## src/rtl/hazard_sequencer.sv

```systemverilog
// Pipeline hazard controller: forwarding muxes, load-use bubbles, branch flushes,
// multi-cycle E-op sequencing and data-memory wait/timeout. Perf counters under HAZ_PERF_CNT_EN.
module hazard_sequencer #(
  parameter int unsigned TIMEOUT = 255,
  parameter int unsigned CNT_W   = 32
) (
  input  logic             clk,
  input  logic             rst,
  input  logic [4:0]       Rs1_D,
  input  logic [4:0]       Rs2_D,
  input  logic [4:0]       Rs1_E,
  input  logic [4:0]       Rs2_E,
  input  logic [4:0]       Rd_E,
  input  logic [4:0]       Rd_M,
  input  logic [4:0]       Rd_W,
  input  logic [1:0]       ResultSrc_E,
  input  logic             RegWrite_M,
  input  logic             RegWrite_W,
  input  logic             PCSrc_E,
  input  logic             mc_start_E,
  input  logic             mc_done,
  input  logic             mem_req_M,
  input  logic             mem_ack,
  output logic             StallF,
  output logic             StallD,
  output logic             StallE,
  output logic             StallM,
  output logic             FlushD,
  output logic             FlushE,
  output logic             FlushM,
  output logic [1:0]       ForwardA_E,
  output logic [1:0]       ForwardB_E,
  output logic             mc_go,
  output logic             bus_err,
  output logic [CNT_W-1:0] stall_cycles,
  output logic [CNT_W-1:0] flush_count,
  output logic [1:0]       dbg_state
);

  typedef enum logic [1:0] {RUN = 2'd0, MEM_WAIT = 2'd1, MC_BUSY = 2'd2, ERR = 2'd3} state_e;

  state_e           state_q, state_d;
  logic [CNT_W-1:0] wait_cnt_q, wait_cnt_d;
  logic             mc_go_q, mc_go_d;
  logic             bus_err_q, bus_err_d;
  logic             lw_stall, mem_hold;
  logic             run_like, allow_mc;

  always_comb begin
    ForwardA_E = 2'b00;
    if (RegWrite_M && Rd_M != 5'd0 && Rd_M == Rs1_E)      ForwardA_E = 2'b10;
    else if (RegWrite_W && Rd_W != 5'd0 && Rd_W == Rs1_E) ForwardA_E = 2'b01;
    ForwardB_E = 2'b00;
    if (RegWrite_M && Rd_M != 5'd0 && Rd_M == Rs2_E)      ForwardB_E = 2'b10;
    else if (RegWrite_W && Rd_W != 5'd0 && Rd_W == Rs2_E) ForwardB_E = 2'b01;
  end

  assign lw_stall = (ResultSrc_E == 2'b01) && (Rd_E != 5'd0) && (Rd_E == Rs1_D || Rd_E == Rs2_D);
  assign mem_hold = mem_req_M && !mem_ack;

  // Handshakes: mc_go is a one-cycle request; mc_done is a one-cycle completion
  // pulse; mem_ack completes the outstanding M-stage access in the cycle it is high.
  always_comb begin
    state_d    = state_q;
    wait_cnt_d = wait_cnt_q;
    mc_go_d    = 1'b0;
    bus_err_d  = bus_err_q;
    StallF = 1'b0; StallD = 1'b0; StallE = 1'b0; StallM = 1'b0;
    FlushD = 1'b0; FlushE = 1'b0; FlushM = 1'b0;
    run_like = 1'b0;
    allow_mc = 1'b0;
    case (state_q)
      RUN: begin
        if (mem_hold) begin
          {StallF, StallD, StallE, StallM} = 4'hf;
          state_d    = MEM_WAIT;
          wait_cnt_d = CNT_W'(1);
        end else begin
          run_like = 1'b1;
          allow_mc = 1'b1;
          if (mc_start_E) begin
            state_d = MC_BUSY;
            mc_go_d = 1'b1;
          end
        end
      end
      MEM_WAIT: begin
        if (mem_ack) begin
          run_like   = 1'b1;
          allow_mc   = 1'b1;
          state_d    = RUN;
          wait_cnt_d = '0;
        end else begin
          {StallF, StallD, StallE, StallM} = 4'hf;
          if (wait_cnt_q == CNT_W'(TIMEOUT)) begin
            state_d   = ERR;
            bus_err_d = 1'b1;
          end else if (wait_cnt_q != {CNT_W{1'b1}}) begin
            wait_cnt_d = wait_cnt_q + CNT_W'(1);
          end
        end
      end
      MC_BUSY: begin
        if (mc_done) begin
          run_like = 1'b1;
          state_d  = RUN;
        end else begin
          {StallF, StallD, StallE} = 3'b111;
          FlushM = 1'b1;
        end
      end
      ERR: {StallF, StallD, StallE, StallM} = 4'hf;
      default: state_d = RUN;
    endcase
    // Shared RUN priority chain: multi-cycle start, then branch flush, then load-use
    if (run_like) begin
      if (allow_mc && mc_start_E) begin
        {StallF, StallD, StallE} = 3'b111;
        FlushM = 1'b1;
      end else if (PCSrc_E) begin
        FlushD = 1'b1;
        FlushE = 1'b1;
      end else if (lw_stall) begin
        StallF = 1'b1;
        StallD = 1'b1;
        FlushE = 1'b1;
      end
    end
  end

  always_ff @(posedge clk or posedge rst) begin
    if (rst) begin
      state_q    <= RUN;
      wait_cnt_q <= '0;
      mc_go_q    <= 1'b0;
      bus_err_q  <= 1'b0;
    end else begin
      state_q    <= state_d;
      wait_cnt_q <= wait_cnt_d;
      mc_go_q    <= mc_go_d;
      bus_err_q  <= bus_err_d;
    end
  end

  assign mc_go     = mc_go_q;
  assign bus_err   = bus_err_q;
  assign dbg_state = state_q;

`ifdef HAZ_PERF_CNT_EN
  logic [CNT_W-1:0] stall_cycles_q, stall_cycles_d;
  logic [CNT_W-1:0] flush_count_q, flush_count_d;

  always_comb begin
    stall_cycles_d = stall_cycles_q + (StallF ? CNT_W'(1) : CNT_W'(0));
    flush_count_d  = flush_count_q + ((FlushD | FlushE | FlushM) ? CNT_W'(1) : CNT_W'(0));
  end

  always_ff @(posedge clk or posedge rst) begin
    if (rst) begin
      stall_cycles_q <= '0;
      flush_count_q  <= '0;
    end else begin
      stall_cycles_q <= stall_cycles_d;
      flush_count_q  <= flush_count_d;
    end
  end

  assign stall_cycles = stall_cycles_q;
  assign flush_count  = flush_count_q;
`else
  assign stall_cycles = '0;
  assign flush_count  = '0;
`endif

endmodule

```

## config.mk

```make
export PLATFORM = sky130hd
export DESIGN_NAME = hazard_sequencer
export DESIGN_NICKNAME = d
export VERILOG_FILES = /design/src/rtl/hazard_sequencer.sv
export SDC_FILE = /design/constraint.sdc
export NUM_CORES = 1
export LEC_CHECK = 0
export BUFFER_PORTS_ARGS = -buffer_cell sky130_fd_sc_hd__buf_2
export CAP_MARGIN = 20
export CORE_UTILIZATION = 30
export CTS_CLUSTER_SIZE = 28
export DETAILED_ROUTE_END_ITERATION = 10
export MAX_ROUTING_LAYER = met4
export PLACE_DENSITY = 0.53
export SLEW_MARGIN = 10
export SYNTH_ARGS = -nofsm -noshare
export SYNTH_HDL_FRONTEND = slang
export SYNTH_SLANG_ARGS = --single-unit
```

## constraint.sdc

```tcl
create_clock -name clk -period 2.5 [get_ports clk]
set_input_delay 0.75 -clock clk [delete_from_list [all_inputs] [get_ports clk]]
set_output_delay 0.75 -clock clk [all_outputs]
set_load 0.03 [all_outputs]
```

==> flow_metrics.tcl <==
set metrics [dict create \
    status "finished, violations left" \
    violations "setup timing" \
    grt_start_max_net_pins 20 \
    synth_ff_type "dfrtp_1" \
    tns_ns -1.27 \
    gp_congestion 0.836 \
    synthMostInstantiatedCell "buf_4" \
    slew_viol_final 0 \
    ys_warn_count 0 \
    grt_overflow 0 \
    topRoutingLayerUsed "met4" \
    cts-root-buf "clkbuf_8" \
    die_area_um2 10900 \
    synth_edf_count 0 \
    ys_top_cells_by_count "buf_4, dfrtp_1, o21ai_0, nand2_1, nor2_1" \
    met3WireLength_um 396 \
    synth_top_area_share_pct 28.7 \
    htreeDepth 2 \
    peakVddDrop_mv 0.539 \
    timing.final.ws_setup_ns -0.282 \
    crit_path_start_kind "primary input" \
    antenna_cells 0 \
    yosysTopAreaCell "dfrtp_1" \
    power.density_nw_per_um2 591 \
    place_inst 618 \
    numPortBuffers 60 \
    skew_ns 0.00458 \
    vias_per_cell 4.80 \
    min_period_ns 2.78 \
    grt_use_total_pct 17.0 \
    grt_pass1_vias 2982 \
    async_reset_ff_share_pct 100 \
    cap_viol_max_count 0 \
    worst_pin_slew_ns 0.514 \
    core-area_um2 9950 \
    row_count 36 \
    grt_pass1_wl_um 14600 \
    clkTransAtPathRegs_ns 0.07 \
    fmax_mhz 359 \
    synth_seq_area_share_pct 28.7 \
    synth_cells 383 \
    rsz0062_at_grt "yes" \
    cts_tree "yes" \
    avgSynthCellArea_um2 8.18 \
    antenna_found_initial 0 \
    ant_nets 0 \
    power.static_leakage_uw 0.00198 \
    hold_viol_final 0 \
    preCtsSetupSlack_ns -0.337 \
    ctsHoldBuffers 0 \
    drt-initial-drc-count 173 \
    cts_sinks 36 \
    reg2reg_depth 6 \
    period_share_pct 111 \
    drc 0 \
    first_pass_iters 4 \
    hp-class "flop to flop" \
    wl_met1_um 3810 \
    path_max_fanout 3 \
    routedWlPerCell_um 14.0 \
    die_x_um 104 \
    final_nets 553 \
    clock_latency_ns 0.29 \
    critPathRequiredTime_ns 1.75 \
    relSlewSlack_pct 65.7 \
    fillers 953 \
    fin_util_pct 44.1 \
    io_pins 125 \
    dp_hpwl_um 6600 \
    whs_path_depth 1 \
    final_cells 633 \
    synthesis.area_um2 3130 \
    vias 3039 \
    cts_buffers 5 \
    cts.path.max_buffers 2 \
    start_util_pct 31.5 \
    cp.arrival_ns 2.03 \
    met2WireLength_um 4540 \
    drt_wl_total_um 8840 \
    die_h_um 104 \
    layout-drive-gt1-share_pct 36.0 \
    synthTopCellsByArea "dfrtp_1, buf_4, xor2_1" \
    setup.worst_path.class "primary input to output port" \
    syn2layout_area_growth_pct 40.0 \
    finalSetupViolations 9 \
    ys_ff_latch 36 \
    cp-end-kind "output port" \
    ys_types 43 \
]
## timing repair
action                     4_1_cts  5_1_grt
pin swaps                       16        7
gates resized for setup         64       26
setup endpoints to repair       11       15
buffers inserted                 5        4
## flip-flops by register name (all words and copies together), names as in the netlist
| register | cells |
|---|---|
| bus_err | 1 |
| dbg_state | 2 |
| mc_go | 1 |
| wait_cnt_q | 32 |
## placed cells by master (no fill, tap or decap), types with 5 or more instances in the layout
master	n
nor3_1	8
a31oi_1	6
o41ai_1	5
a21oi_1	11
buf_2	38
nor2_1	24
nand3_1	15
nor4_1	12
o31ai_1	10
conb_1	64
dfrtp_1	34
buf_4	61
buf_6	21
inv_1	6
clkbuf_8	7
xor2_1	20
nand2_1	23
xnor2_1	14
o21ai_0	29
xnor2_2	5
nand4_1	10
## through the flow
step                      hold slack [ns]  total power, uW  area (um2)
after floorplan                     0.468             1530        3500
after global placement              0.450             1800        3830
after detailed placement            0.455             1810        3830
after CTS                           0.472             2500        4250
after global routing                0.479             2740        4390
final                               0.463             2590        4390
## where the power goes
group          internal [uW]  leakage, uW  total [uW]  switching (uW)
combinational            639      0.00144        1480             840
clock                    246    0.0000503         455             209
sequential               614     0.000495         659            44.6
## final timing paths
path	start	to	slack, ns
min	bus_err	bus_err	0.46
min in group asynchronous	rst	wait_cnt_q[6]	0.48
max in group asynchronous	rst	wait_cnt_q[23]	1.40
min reg2reg	bus_err	bus_err	0.46
max reg2reg	wait_cnt_q[1]	dbg_state[0]	0.14
max	Rd_W[2]	ForwardB_E[0]	-0.28
## critical path, cell delays in order
cell and delay, ns:
buf_2 0.12, xor2_1 0.15, or4_4 0.54, nor4_4 0.30
buf_6 0.17
## kinds of logic (layout without fill, tap and decap cells)
family	count (synthesis)	after routing	share of synthesized area, %
simple gates	135	135	23.1
buf+inv	84	138	18.0
compound gates	78	78	15.3
xor+xnor	39	39	10.9
flops	36	36	28.7
fa+ha+maj	7	7	2.79
mux	3	3	1.04
other cells	1	64	0.120
## final cells by class
type	instances	area [um2]	area share [%]
Inverter	8	35.0	0.798
Sequential cell	36	903	20.6
Multi-Input combinational cell	326	2260	51.5
Tap cell	133	166	3.79
Clock buffer	7	96.3	2.19
Timing Repair Buffer	123	930	21.2
## per-layer routing
| metal | track usage (%) | vias up |
|---|---|---|
| li1 | - | 1479 |
| met1 | 21.2 | 1442 |
| met2 | 29.0 | 104 |
| met3 | 2.51 | 14 |
| met4 | 3.88 | 0 |
| met5 | - | - |
No activity file was read; power rests on OpenSTA's default activity.
